File: src/rtl/paddle_encoder.sv
// Per-player quadrature paddle input: synchronise, debounce, decode and keep a
// saturating position that is published to the renderer once per frame.
module paddle_encoder #(
  parameter int DEBOUNCE_CYCLES = 1024,
  parameter int STEP            = 4,
  parameter int POS_MIN         = 0,
  parameter int POS_MAX         = 420,
  parameter int POS_RESET       = 210
) (
  input  logic       clk,
  input  logic       reset,
  input  logic       a,
  input  logic       b,
  input  logic       vsync,
  output logic [9:0] move,
  output logic       error
);

  localparam logic [10:0] DEB_LAST  = 11'(DEBOUNCE_CYCLES - 1);
  localparam logic [10:0] STEP11    = 11'(STEP);
  localparam logic [10:0] MAX11     = 11'(POS_MAX);
  localparam logic [10:0] DEC_FLOOR = 11'(POS_MIN + STEP);
  localparam logic [9:0]  MIN10     = 10'(POS_MIN);
  localparam logic [9:0]  MAX10     = 10'(POS_MAX);
  localparam logic [9:0]  RESET10   = 10'(POS_RESET);

  logic        a_meta_q, a_meta_d, a_sync_q, a_sync_d;
  logic        b_meta_q, b_meta_d, b_sync_q, b_sync_d;
  logic [10:0] cnt_a_q, cnt_a_d, cnt_b_q, cnt_b_d;
  logic        stable_a_q, stable_a_d, stable_b_q, stable_b_d;
  logic [1:0]  prev_q, prev_d;
  logic [9:0]  pos_q, pos_d;
  logic        vsync_dly_q, vsync_dly_d;
  logic [9:0]  move_q, move_d;
  logic        error_q, error_d;

  logic [1:0]  cur;
  logic        step_inc, step_dec, step_bad;
  logic [10:0] pos_ext, pos_sum;

  always_comb begin
    a_meta_d    = a;
    a_sync_d    = a_meta_q;
    b_meta_d    = b;
    b_sync_d    = b_meta_q;

    // Any sample matching the stable value restarts the count, so a glitch
    // must persist for the full window to be accepted.
    stable_a_d  = stable_a_q;
    cnt_a_d     = '0;
    if (a_sync_q != stable_a_q) begin
      if (cnt_a_q == DEB_LAST) begin
        stable_a_d = a_sync_q;
      end else begin
        cnt_a_d = cnt_a_q + 11'd1;
      end
    end

    stable_b_d  = stable_b_q;
    cnt_b_d     = '0;
    if (b_sync_q != stable_b_q) begin
      if (cnt_b_q == DEB_LAST) begin
        stable_b_d = b_sync_q;
      end else begin
        cnt_b_d = cnt_b_q + 11'd1;
      end
    end

    cur      = {stable_a_q, stable_b_q};
    prev_d   = cur;
    step_inc = 1'b0;
    step_dec = 1'b0;
    step_bad = 1'b0;
    case ({prev_q, cur})
      4'b11_10, 4'b10_00, 4'b00_01, 4'b01_11: step_inc = 1'b1;
      4'b11_01, 4'b01_00, 4'b00_10, 4'b10_11: step_dec = 1'b1;
      4'b11_00, 4'b00_11, 4'b10_01, 4'b01_10: step_bad = 1'b1;
      default: ;
    endcase

    // 11-bit arithmetic keeps the clamp comparisons free of wraparound.
    pos_ext = {1'b0, pos_q};
    pos_sum = pos_ext + STEP11;
    pos_d   = pos_q;
    if (step_inc) begin
      pos_d = (pos_sum > MAX11) ? MAX10 : pos_sum[9:0];
    end else if (step_dec) begin
      pos_d = (pos_ext < DEC_FLOOR) ? MIN10 : (pos_q - STEP11[9:0]);
    end
    error_d = step_bad;

    // Publishing the pre-update pos keeps move consistent within a frame.
    vsync_dly_d = vsync;
    move_d      = (vsync && !vsync_dly_q) ? pos_q : move_q;
  end

  always_ff @(posedge clk) begin
    if (reset) begin
      a_meta_q    <= 1'b1;
      a_sync_q    <= 1'b1;
      b_meta_q    <= 1'b1;
      b_sync_q    <= 1'b1;
      cnt_a_q     <= '0;
      cnt_b_q     <= '0;
      stable_a_q  <= 1'b1;
      stable_b_q  <= 1'b1;
      prev_q      <= 2'b11;
      pos_q       <= RESET10;
      vsync_dly_q <= 1'b0;
      move_q      <= RESET10;
      error_q     <= 1'b0;
    end else begin
      a_meta_q    <= a_meta_d;
      a_sync_q    <= a_sync_d;
      b_meta_q    <= b_meta_d;
      b_sync_q    <= b_sync_d;
      cnt_a_q     <= cnt_a_d;
      cnt_b_q     <= cnt_b_d;
      stable_a_q  <= stable_a_d;
      stable_b_q  <= stable_b_d;
      prev_q      <= prev_d;
      pos_q       <= pos_d;
      vsync_dly_q <= vsync_dly_d;
      move_q      <= move_d;
      error_q     <= error_d;
    end
  end

  assign move  = move_q;
  assign error = error_q;

endmodule

File: config.mk
export PLATFORM = sky130hd
export DESIGN_NAME = paddle_encoder
export DESIGN_NICKNAME = d
export VERILOG_FILES = /design/src/rtl/paddle_encoder.sv
export SDC_FILE = /design/constraint.sdc
export NUM_CORES = 1
export LEC_CHECK = 0
export CAP_MARGIN = 10
export CORE_UTILIZATION = 37
export DETAILED_ROUTE_END_ITERATION = 10
export GPL_TIMING_DRIVEN = 0
export PLACE_DENSITY = 0.62
export SETUP_SLACK_MARGIN = 0.2
export SLEW_MARGIN = 40
export SYNTH_ARGS = -nofsm -noshare
export SYNTH_HDL_FRONTEND = slang
export SYNTH_SLANG_ARGS = --single-unit
File: constraint.sdc
create_clock -name clk -period 1.9 [get_ports clk]
set_input_delay 0.38 -clock clk [delete_from_list [all_inputs] [get_ports clk]]
set_output_delay 0.38 -clock clk [all_outputs]
set_load 0.02 [all_outputs]
; ---- Yosys cells after proc, flatten, opt, wreduce, memory -nomap -nowiden
; Index checks and enable logic that the tools add are counted.
[totals]
register_bits = 52
latchBits = 0
mem_bits_rw = 0
rom_bits = 0
in_bits = 5
out_inout_bits = 11
memories = 0
[classes]
add_sub_neg = 4
mul = 0
div = 0
magnitude_cmp = 2
n_eq_ne = 16
n_shift = 0
muxes = 7
n_bitwise = 2
n_reduce_logical = 10
[ops]
columns = operator, count
row1 = 10-bit two-way mux, 4
row2 = "4-bit == test, second input constant", 6
row3 = "11-bit by 1-bit adder with 11-bit output, second input constant", 2
row4 = "11-bit by 10-bit == test with 1-bit output, second input constant", 2
row5 = "4-bit by 3-bit == test with 1-bit output, second input constant", 3
row6 = 4-bit OR reduction, 3
row7 = "10-bit by 3-bit adder with 11-bit output, second input constant", 1
row8 = "11-bit by 9-bit > comparator with 1-bit output, second input constant", 1
row9 = "10-bit by 3-bit less-than comparator with 1-bit output, second input constant", 1
row10 = "10-bit by 3-bit subtractor with 10-bit output, second input constant", 1
row11 = "4-bit by 2-bit == test with 1-bit output, second input constant", 2
row12 = 3-bit OR reduction, 2
row13 = "4-bit by 1-bit == test with 1-bit output, second input constant", 1
row14 = 2-bit AND reduction, 2
row15 = 1-bit two-way mux, 3
row16 = 1-bit inequality test, 2
row17 = 1-bit inverter, 2
row18 = 2-bit nonzero test, 1
row19 = 1-bit logical AND, 1
row20 = 1-bit logical NOT, 1

; ---- Depth between registers and ports, before layout
; Gate-level depths: netlist of the first run.
[logic_depth]
depth_word = 5
ltp_mapped = 9

; ---- Least setup slack after synthesis of the first run
; No wires, ideal clock.
[synth_timing]
kind = reg-to-reg
startpoint = register pos_q[2]
endpoint = register pos_q[1]
arrival_ns = 1.957
required_ns = 1.786
path_slack_ns = -0.171
path_stages_with_launch = 10
n_path_buf = 1
cell_sequence = dfxtp_1 clkbuf_1 inv_1 ha_1 nor2b_1 o21ai_0 a21oi_1 o31a_1 a211o_1 a21o_1
[synth_between]
elab_chain_len = 4
elab_cells_between_ends = 7
[synth_rtl]
columns = element, line_no
row1 = from (decl), 32  ; logic [9:0] pos_q, pos_d;
row2 = from (signal assigned), 122  ; pos_q <= pos_d;
row3 = 10-bit by 3-bit adder with 11-bit output / 10-bit by 3-bit less-than comparator with 1-bit output (equally long branches), "83, 88"
row4 = 11-bit by 9-bit > comparator with 1-bit output / 10-bit two-way mux (equally long branches), "86, 88"
row5 = 10-bit two-way mux (on tied branches), "86, 87"
row6 = 10-bit two-way mux (*), 85  ; if (step_inc) begin
; Every way passes the cells marked *; elsewhere a longest branch is shown, timed or not. The select of a mux whose other input is x is not followed.
; A chain may end at the register's enable or synchronous reset.

; ---- Worst setup path in the final report of the first run
[layout_timing]
startpoint = register pos_q[4]
endpoint = register pos_q[5]
[layout_between]
elab_chain_len = 4
elab_cells_between_ends = 8
[layout_rtl]
columns = element, line_no
row1 = "10-bit by 3-bit adder with 11-bit output, or another cell as far along", 83  ; pos_sum = pos_ext + STEP11;
row2 = 11-bit by 9-bit > comparator with 1-bit output / 10-bit two-way mux (equally long branches), "86, 88"
row3 = 10-bit two-way mux (on tied branches), "86, 87"
row4 = 10-bit two-way mux (*), 85
; Marked as above.

==> metrics.csv, run 1 <==
metric,value,unit
area of all placed cells without fillers,2950,um2
first-pass GRT wire length,7280,um
net count after synthesis,279,
number of storage elements in the synthesis netlist,50,
post-detailed-route wirelength per cell,11.9,um
"Warnings, synthesis",0,
DR pass1 iterations,4,
RR Startpoint,pos_q[4],
count of hold-fix buffers inserted at cts,0,
Final Critical Period,1.89,ns
Arrival @ worst endpoint,2.11,ns
delay contributed by the slowest stage of the critical path,0.42,ns
detailed-placement wirelength estimate,2950,um
setup TNS,0,ns
worst hold path depth,1,
number of antenna violations at the first check in global routing,0,
P_leak,0.00105,uW
TritonCTS clock tree,yes,
total power consumption of the routed design,1910,uW
height of the chip,80.3,um
Reg2Reg Capture Point,pos_q[5],
Hold Path Origin,a_meta_q,
Initial Utilization,0.383,
count of final setup violators,0,
Worst Hold Slack,0.406,ns
number of antenna diodes,0,
I/O pin count,16,
crit path cell chain,buf_2 -> a31oi_1 -> nor2_1 -> a21oi_1 -> o31a_1 -> buf_4 -> nand2b_4 -> a211oi_2,
Max-cap violations,0,
post-synthesis cell type count,36,
core box area,5920,um2
vias after detailed routing,1878,
worst voltage drop across the vdd grid,0.380,mV
slack of the worst reg-to-reg path,0.009,ns
vias in the first global route,1663,
layout overhead on the synthesized area,30.0,%
number of nets in the layout,310,
worst setup skew after layout,0.00946,ns
DR vias/cell,4.99,
Max Freq,0.529,GHz
Critical Path Sink Type,flop,
residual antenna-violating net count after detailed routing,0,
die area,6450,um2
depth of the worst register-to-register path,8,
share of the core filled with cells,0.498,
maximum level of the CTS H-tree,2,
sum of routed wire length over all layers,4480,um
Worst EP required,2.12,ns
instance count of the mapped netlist,269,
gr usage total,0.141,
sequential element share of the synthesized area,0.441,
sink of the worst hold path,a_sync_q,
Hold/Removal Path Class,flop to flop,
RSZ-0062 raised after global routing,true,
last weighted congestion value of the routability-driven placer,0.841,
"Reg clk slew, reported paths",0.09,ns
status,"complete, no violations",
Power Dens Cells,649,nW/um2
kind of launch point of the worst setup path,flop,
classification of the worst setup path,flop to flop,
combined buffer and inverter count along the critical path,2,
number of max-slew violations in the final report,0,
number of remaining DRC errors,0,
number of hold violations in the final report,0,
maximum count of clock buffers along a single path,2,
clock latency of the later-clocked register in the worst-skew pair,0.30,ns
Slowest cell on crit path,sky130_fd_sc_hd__dfxtp_2,
overall overflow remaining after global route,0,
crit-path leading delay family,compound AO/OA/AOI/OAI gates,
share of cells above drive strength 1,0.229,
average cell area after synthesis,8.43,um2
number of buffers created by CTS,5,
CTS Root Cell,sky130_fd_sc_hd__clkbuf_8,
pin count of the biggest net entering global routing,17,
fraction of the cycle the final worst path needs,0.995,
crit path max fanout,10,
Std-Cell Rows,28,
die span in x,80.3,um
Num Clock Sinks,50,
Buffers on Ports,14,
number of DRC markers after the initial detailed-route iteration,54,
placed cell area,2530,um2
Mapped Area,2270,um2
[cell usage in the layout (no fill, tap or decap), types with 2 or more instances in the layout]
cell type,Yosys,layout
sky130_fd_sc_hd__clkbuf_4,0,2
sky130_fd_sc_hd__o21ai_0,9,6
sky130_fd_sc_hd__buf_2,2,3
sky130_fd_sc_hd__nor3b_1,2,2
sky130_fd_sc_hd__clkbuf_1,10,5
sky130_fd_sc_hd__nor3_1,4,2
sky130_fd_sc_hd__and3_1,6,4
sky130_fd_sc_hd__clkbuf_8,0,6
sky130_fd_sc_hd__ha_4,0,2
sky130_fd_sc_hd__mux2i_1,4,3
sky130_fd_sc_hd__inv_1,5,4
sky130_fd_sc_hd__nor3_4,0,2
sky130_fd_sc_hd__xor2_1,12,11
sky130_fd_sc_hd__o21ai_1,0,3
sky130_fd_sc_hd__ha_2,0,3
sky130_fd_sc_hd__or3_1,3,3
sky130_fd_sc_hd__nor2b_1,5,4
sky130_fd_sc_hd__dfxtp_4,0,2
sky130_fd_sc_hd__or2_2,7,6
sky130_fd_sc_hd__nand2b_1,10,9
sky130_fd_sc_hd__xnor2_2,0,3
sky130_fd_sc_hd__nand3b_1,5,5
sky130_fd_sc_hd__a21oi_1,16,16
sky130_fd_sc_hd__a211oi_1,3,2
sky130_fd_sc_hd__clkdlybuf4s50_1,0,14
sky130_fd_sc_hd__nand2_1,32,32
sky130_fd_sc_hd__inv_6,0,2
sky130_fd_sc_hd__a31oi_1,3,3
sky130_fd_sc_hd__buf_6,0,2
sky130_fd_sc_hd__nand3_2,0,5
sky130_fd_sc_hd__buf_4,2,10
sky130_fd_sc_hd__nor2_1,32,30
sky130_fd_sc_hd__xnor2_1,15,12
sky130_fd_sc_hd__nand3_1,13,7
sky130_fd_sc_hd__dfxtp_1,50,44
sky130_fd_sc_hd__and3_4,0,2
sky130_fd_sc_hd__dfxtp_2,0,4
sky130_fd_sc_hd__a311oi_1,2,2
[per-stage QoR]
| step | setup WS (ns) | instances |
|---|---|---|
| 2_1_floorplan | 0.116 | 269 |
| 3_3_place_gp | -0.141 | 358 |
| 3_5_place_dp | -0.111 | 358 |
| 4_1_cts | 0.0179 | 370 |
| 5_1_grt | -0.0634 | 376 |
| 6_report | 0.00927 | 376 |
[report_power, final]
part	internal, uW	switching [uW]	total [uW]
logic	33.9	40.0	73.8
clock network	433	346	779
registers	1060	5.56	1060
[layer usage]
metal  routed length [um]  GRT usage
met4                   51     0.0321
met3                  156     0.0341
met1                 2140      0.185
met2                 2130      0.233
met5                    0          0
[logic make-up (layout without fill, tap and decap cells)]
| family | count (synthesis) | count (layout) | share of synthesized area |
|---|---|---|---|
| compound gates | 39 | 39 | 0.104 |
| xor+xnor | 27 | 27 | 0.104 |
| fa+ha+maj | 5 | 5 | 0.0276 |
| buf+inv | 19 | 51 | 0.0359 |
| flops | 50 | 50 | 0.441 |
| mux | 4 | 4 | 0.0177 |
| other cells | 1 | 1 | 0.00165 |
| simple gates | 124 | 124 | 0.268 |
[worst max-delay path by stage]
stage / startpoint / to / slack, ns / cells after the start
finish: pos_q[4] / pos_q[5] / 0.009 / 8
global route: pos_q[2] / pos_q[1] / -0.06 / 8
CTS: pos_q[2] / pos_q[1] / 0.02 / 9
detailed placement: pos_q[3] / pos_q[1] / -0.11 / 7
global placement: pos_q[3] / pos_q[1] / -0.14 / 7
floorplan: pos_q[2] / pos_q[1] / 0.12 / 9
[cell type report]
class,instances,area (um2)
well taps,75,93.8
repair buffers,24,231
inverters,5,23.8
plain buffers,14,90.1
flip-flops and latches,50,1010
clock inverters,2,38.8
fillers,554,2970
multi-input cells,200,1370
clock buffers,6,82.6
[timing repair]
action / CTS / global route
endpoints found under the setup margin: 26 / 25
pin swaps: 4 / 7
setup buffers: 4 / 6
resized for setup: 16 / 44
[state kept, by name, indices dropped and copies added, names as in the netlist, 2 cells and up]
name,flops
cnt_a_q,11
cnt_b_q,11
move,9
pos_q,9
prev_q,2
[synth_stat cells]
| master | count | area share |
|---|---|---|
| sky130_fd_sc_hd__or2_2 | 7 | 0.019 |
| sky130_fd_sc_hd__a31oi_1 | 3 | 0.0083 |
| sky130_fd_sc_hd__conb_1 | 1 | 0.0017 |
| sky130_fd_sc_hd__a211o_1 | 1 | 0.0039 |
| sky130_fd_sc_hd__o21ai_0 | 9 | 0.020 |
| sky130_fd_sc_hd__a21o_1 | 1 | 0.0033 |
| sky130_fd_sc_hd__nor3_1 | 4 | 0.0088 |
| sky130_fd_sc_hd__nand3_1 | 13 | 0.029 |
| sky130_fd_sc_hd__nand2_1 | 32 | 0.053 |
| sky130_fd_sc_hd__and4_1 | 1 | 0.0039 |
| sky130_fd_sc_hd__clkbuf_1 | 10 | 0.017 |
| sky130_fd_sc_hd__inv_1 | 5 | 0.0083 |
| sky130_fd_sc_hd__nand2b_1 | 10 | 0.028 |
| sky130_fd_sc_hd__dfxtp_1 | 50 | 0.44 |
| sky130_fd_sc_hd__xnor2_1 | 15 | 0.058 |
| sky130_fd_sc_hd__nand4b_1 | 1 | 0.0039 |
| sky130_fd_sc_hd__xor2_1 | 12 | 0.046 |
| sky130_fd_sc_hd__or3_1 | 3 | 0.0083 |
| sky130_fd_sc_hd__a211oi_1 | 3 | 0.0099 |
| sky130_fd_sc_hd__nor2_1 | 32 | 0.053 |
| sky130_fd_sc_hd__and3_1 | 6 | 0.017 |
| sky130_fd_sc_hd__nor2b_1 | 5 | 0.014 |
| sky130_fd_sc_hd__o31a_1 | 1 | 0.0039 |
| sky130_fd_sc_hd__nor3b_1 | 2 | 0.0066 |
| sky130_fd_sc_hd__nand4_1 | 1 | 0.0028 |
| sky130_fd_sc_hd__ha_1 | 5 | 0.028 |
| sky130_fd_sc_hd__a2111oi_0 | 1 | 0.0039 |
| sky130_fd_sc_hd__nand3b_1 | 5 | 0.017 |
| sky130_fd_sc_hd__mux2i_1 | 4 | 0.018 |
| sky130_fd_sc_hd__buf_4 | 2 | 0.0066 |
| sky130_fd_sc_hd__a41o_1 | 1 | 0.0044 |
| sky130_fd_sc_hd__buf_2 | 2 | 0.0044 |
| sky130_fd_sc_hd__a21boi_0 | 1 | 0.0033 |
| sky130_fd_sc_hd__a21oi_1 | 16 | 0.035 |
| sky130_fd_sc_hd__nor4_1 | 2 | 0.0055 |
| sky130_fd_sc_hd__a311oi_1 | 2 | 0.0077 |
No activity file was read; power rests on OpenSTA's default activity.
==> run 2, diff against run 1 <==
--- a/config.mk
+++ b/config.mk
@@ -6,10 +6,10 @@
 export NUM_CORES = 1
 export LEC_CHECK = 0
 export CAP_MARGIN = 10
-export CORE_UTILIZATION = 37
+export CORE_UTILIZATION = 52
 export DETAILED_ROUTE_END_ITERATION = 10
 export GPL_TIMING_DRIVEN = 0
-export PLACE_DENSITY = 0.62
+export PLACE_DENSITY = 0.81
 export SETUP_SLACK_MARGIN = 0.2
 export SLEW_MARGIN = 40
 export SYNTH_ARGS = -nofsm -noshare
==> constraint.sdc (replaced) <==
create_clock -name clk -period 1.9 [get_ports clk]
set_input_delay 0.38 -clock clk [delete_from_list [all_inputs] [get_ports clk]]
set_output_delay 0.38 -clock clk [all_outputs]
set_load 0.05 [all_outputs]
==> run 2 against run 1 <==
  * The flow now finishes with violations (negative setup slack)
  * Largest power group unchanged
  * Cell count shrank 7.2%
  * Critical endpoint is now pos_q[1]
  * Largest cell class unchanged
  * Register-to-register slack is essentially flat
  * Count of clock-buffer cells in the layout is the same
  * Via count grew 2.6%
  * Critical path type unchanged
==> metrics.csv, run 2 (synthesis results as in run 1) <==
metric,value,unit
critical path depth,7,
Arrival @ worst endpoint,2.11,ns
Max Freq,0.526,GHz
clock latency of the later-clocked register in the worst-skew pair,0.30,ns
vias in the first global route,1783,
Hold/Removal Path Class,flop to flop,
number of antenna diodes,0,
critical path endpoint,pos_q[1],
crit path launch,pos_q[3],
layout overhead on the synthesized area,23.8,%
I/O pin count,16,
crit path cell chain,ha_4 -> nand3_1 -> nor2_2 -> xnor2_2 -> o31a_1 -> a211o_1 -> a21o_1,
number of antenna violations at the first check in global routing,0,
sum of routed wire length over all layers,4790,um
pin count of the biggest net entering global routing,16,
vias after detailed routing,1927,
Std-Cell Rows,23,
Reg2Reg Capture Point,pos_q[1],
overall overflow remaining after global route,0,
Regs by FF count,"cnt_a_q: 11 flops, cnt_b_q: 11 flops",
residual antenna-violating net count after detailed routing,0,
DR vias/cell,5.52,
fraction of the cycle the final worst path needs,1.00,
share of cells above drive strength 1,0.214,
detailed-placement wirelength estimate,3080,um
"Reg clk slew, reported paths",0.09,ns
violations in the final reports,negative setup slack,
last weighted congestion value of the routability-driven placer,0.897,
CTS Root Cell,sky130_fd_sc_hd__clkbuf_8,
post-route non-filler standard cell count,349,
classification of the worst setup path,flop to flop,
maximum count of clock buffers along a single path,2,
height of the chip,68.1,um
worst setup slack after placement,-0.104,ns
number of nets in the layout,308,
die span in x,68.1,um
Power Dens Cells,621,nW/um2
"top library cells by usage in the layout, fill and taps aside","sky130_fd_sc_hd__dfxtp_1 (43), sky130_fd_sc_hd__nand2_1 (32), sky130_fd_sc_hd__nor2_1 (29)",
P_leak,0.00102,uW
crit path max fanout,8,
core box area,4090,um2
"most common cell after layout, fill and taps aside",sky130_fd_sc_hd__dfxtp_1,
delay contributed by the slowest stage of the critical path,0.42,ns
number of buffers created by CTS,5,
count of final setup violators,1,
depth of the worst register-to-register path,7,
worst voltage drop across the vdd grid,0.502,mV
Critical Path Sink Type,flop,
number of remaining DRC errors,0,
post-detailed-route wirelength per cell,13.7,um
TritonCTS clock tree,yes,
RR Startpoint,pos_q[3],
gr usage total,0.226,
Slowest cell on crit path,sky130_fd_sc_hd__dfxtp_4,
number of DRC markers after the initial detailed-route iteration,162,
RSZ-0062 raised after global routing,true,
instance count after placement with tap cells included,333,
die area,4630,um2
least setup slack across all paths after layout,-0.00128,ns
Buffers on Ports,14,
Max-cap violations,0,
Final Critical Period,1.90,ns
Num Clock Sinks,50,
crit-path leading delay family,compound AO/OA/AOI/OAI gates,
worst setup skew after layout,0.00742,ns
maximum level of the CTS H-tree,2,
DR pass1 iterations,4,
kind of launch point of the worst setup path,flop,
Worst EP required,2.11,ns
Initial Utilization,0.555,
first-pass GRT wire length,7770,um
number of hold violations in the final report,0,
number of max-slew violations in the final report,0,
combined buffer and inverter count along the critical path,0,
Worst Hold Slack,0.418,ns
status,finished with violations,
slack of the worst reg-to-reg path,-0.001,ns
setup TNS,-0.00128,ns
==> run 2: worst register-to-register path, cell delays in order, from the launching register on <==
cell and delay (ns):
sky130_fd_sc_hd__dfxtp_4 0.42, sky130_fd_sc_hd__ha_4 0.18, sky130_fd_sc_hd__nand3_1 0.16, sky130_fd_sc_hd__nor2_2 0.16, sky130_fd_sc_hd__xnor2_2 0.09, sky130_fd_sc_hd__o31a_1 0.36
sky130_fd_sc_hd__a211o_1 0.29, sky130_fd_sc_hd__a21o_1 0.16
==> run 2: final cells by class <==
cell class | instances | area [um2]
buffer | 14 | 91.3
clock buffer | 6 | 72.6
clock inverter | 2 | 13.8
fill | 329 | 1280
inverter | 5 | 23.8
multi-input combinational | 200 | 1340
sequential | 50 | 1020
tap | 50 | 62.6
timing repair buffer | 22 | 188
==> run 2: per-stage QoR <==
stage                     utilization  power [uW]  area (um2)
after global placement          0.611        1180        2500
after detailed placement        0.611        1180        2500
final                           0.687        1740        2810
after floorplan                     -        1150        2300
after global routing            0.687        1820        2810
after CTS                       0.655        1770        2680
==> run 2: worst min-delay path by stage <==
stage	start	endpoint	depth (start not counted)
floorplan	a_meta_q	a_sync_q	1
global placement	a_meta_q	a_sync_q	1
detailed placement	b_meta_q	b_sync_q	1
CTS	b_meta_q	b_sync_q	1
global route	b_meta_q	b_sync_q	1
finish	b_meta_q	b_sync_q	1
==> run 2: report_power, final <==
group	leakage (uW)	switching [uW]	internal (uW)	total, uW
clock	0.0000452	338	260	598
combinational	0.000565	54.5	30.5	85.0
sequential	0.000409	5.83	1050	1060
==> run 2: routing by layer <==
metal,share of wire,global-route usage,vias to the layer above,wire (um)
li1,-,-,961,-
met1,0.44,0.280,900,2130
met2,0.49,0.380,60,2360
met3,0.054,0.0517,6,259
met4,0.0084,0.0807,0,40
met5,0,0,-,0
==> run 2: timing repair <==
action,CTS,global route
hold buffers,0,0
pin swaps,6,8
setup buffers,5,3
gates resized for setup,28,36
endpoints found under the setup margin,36,29
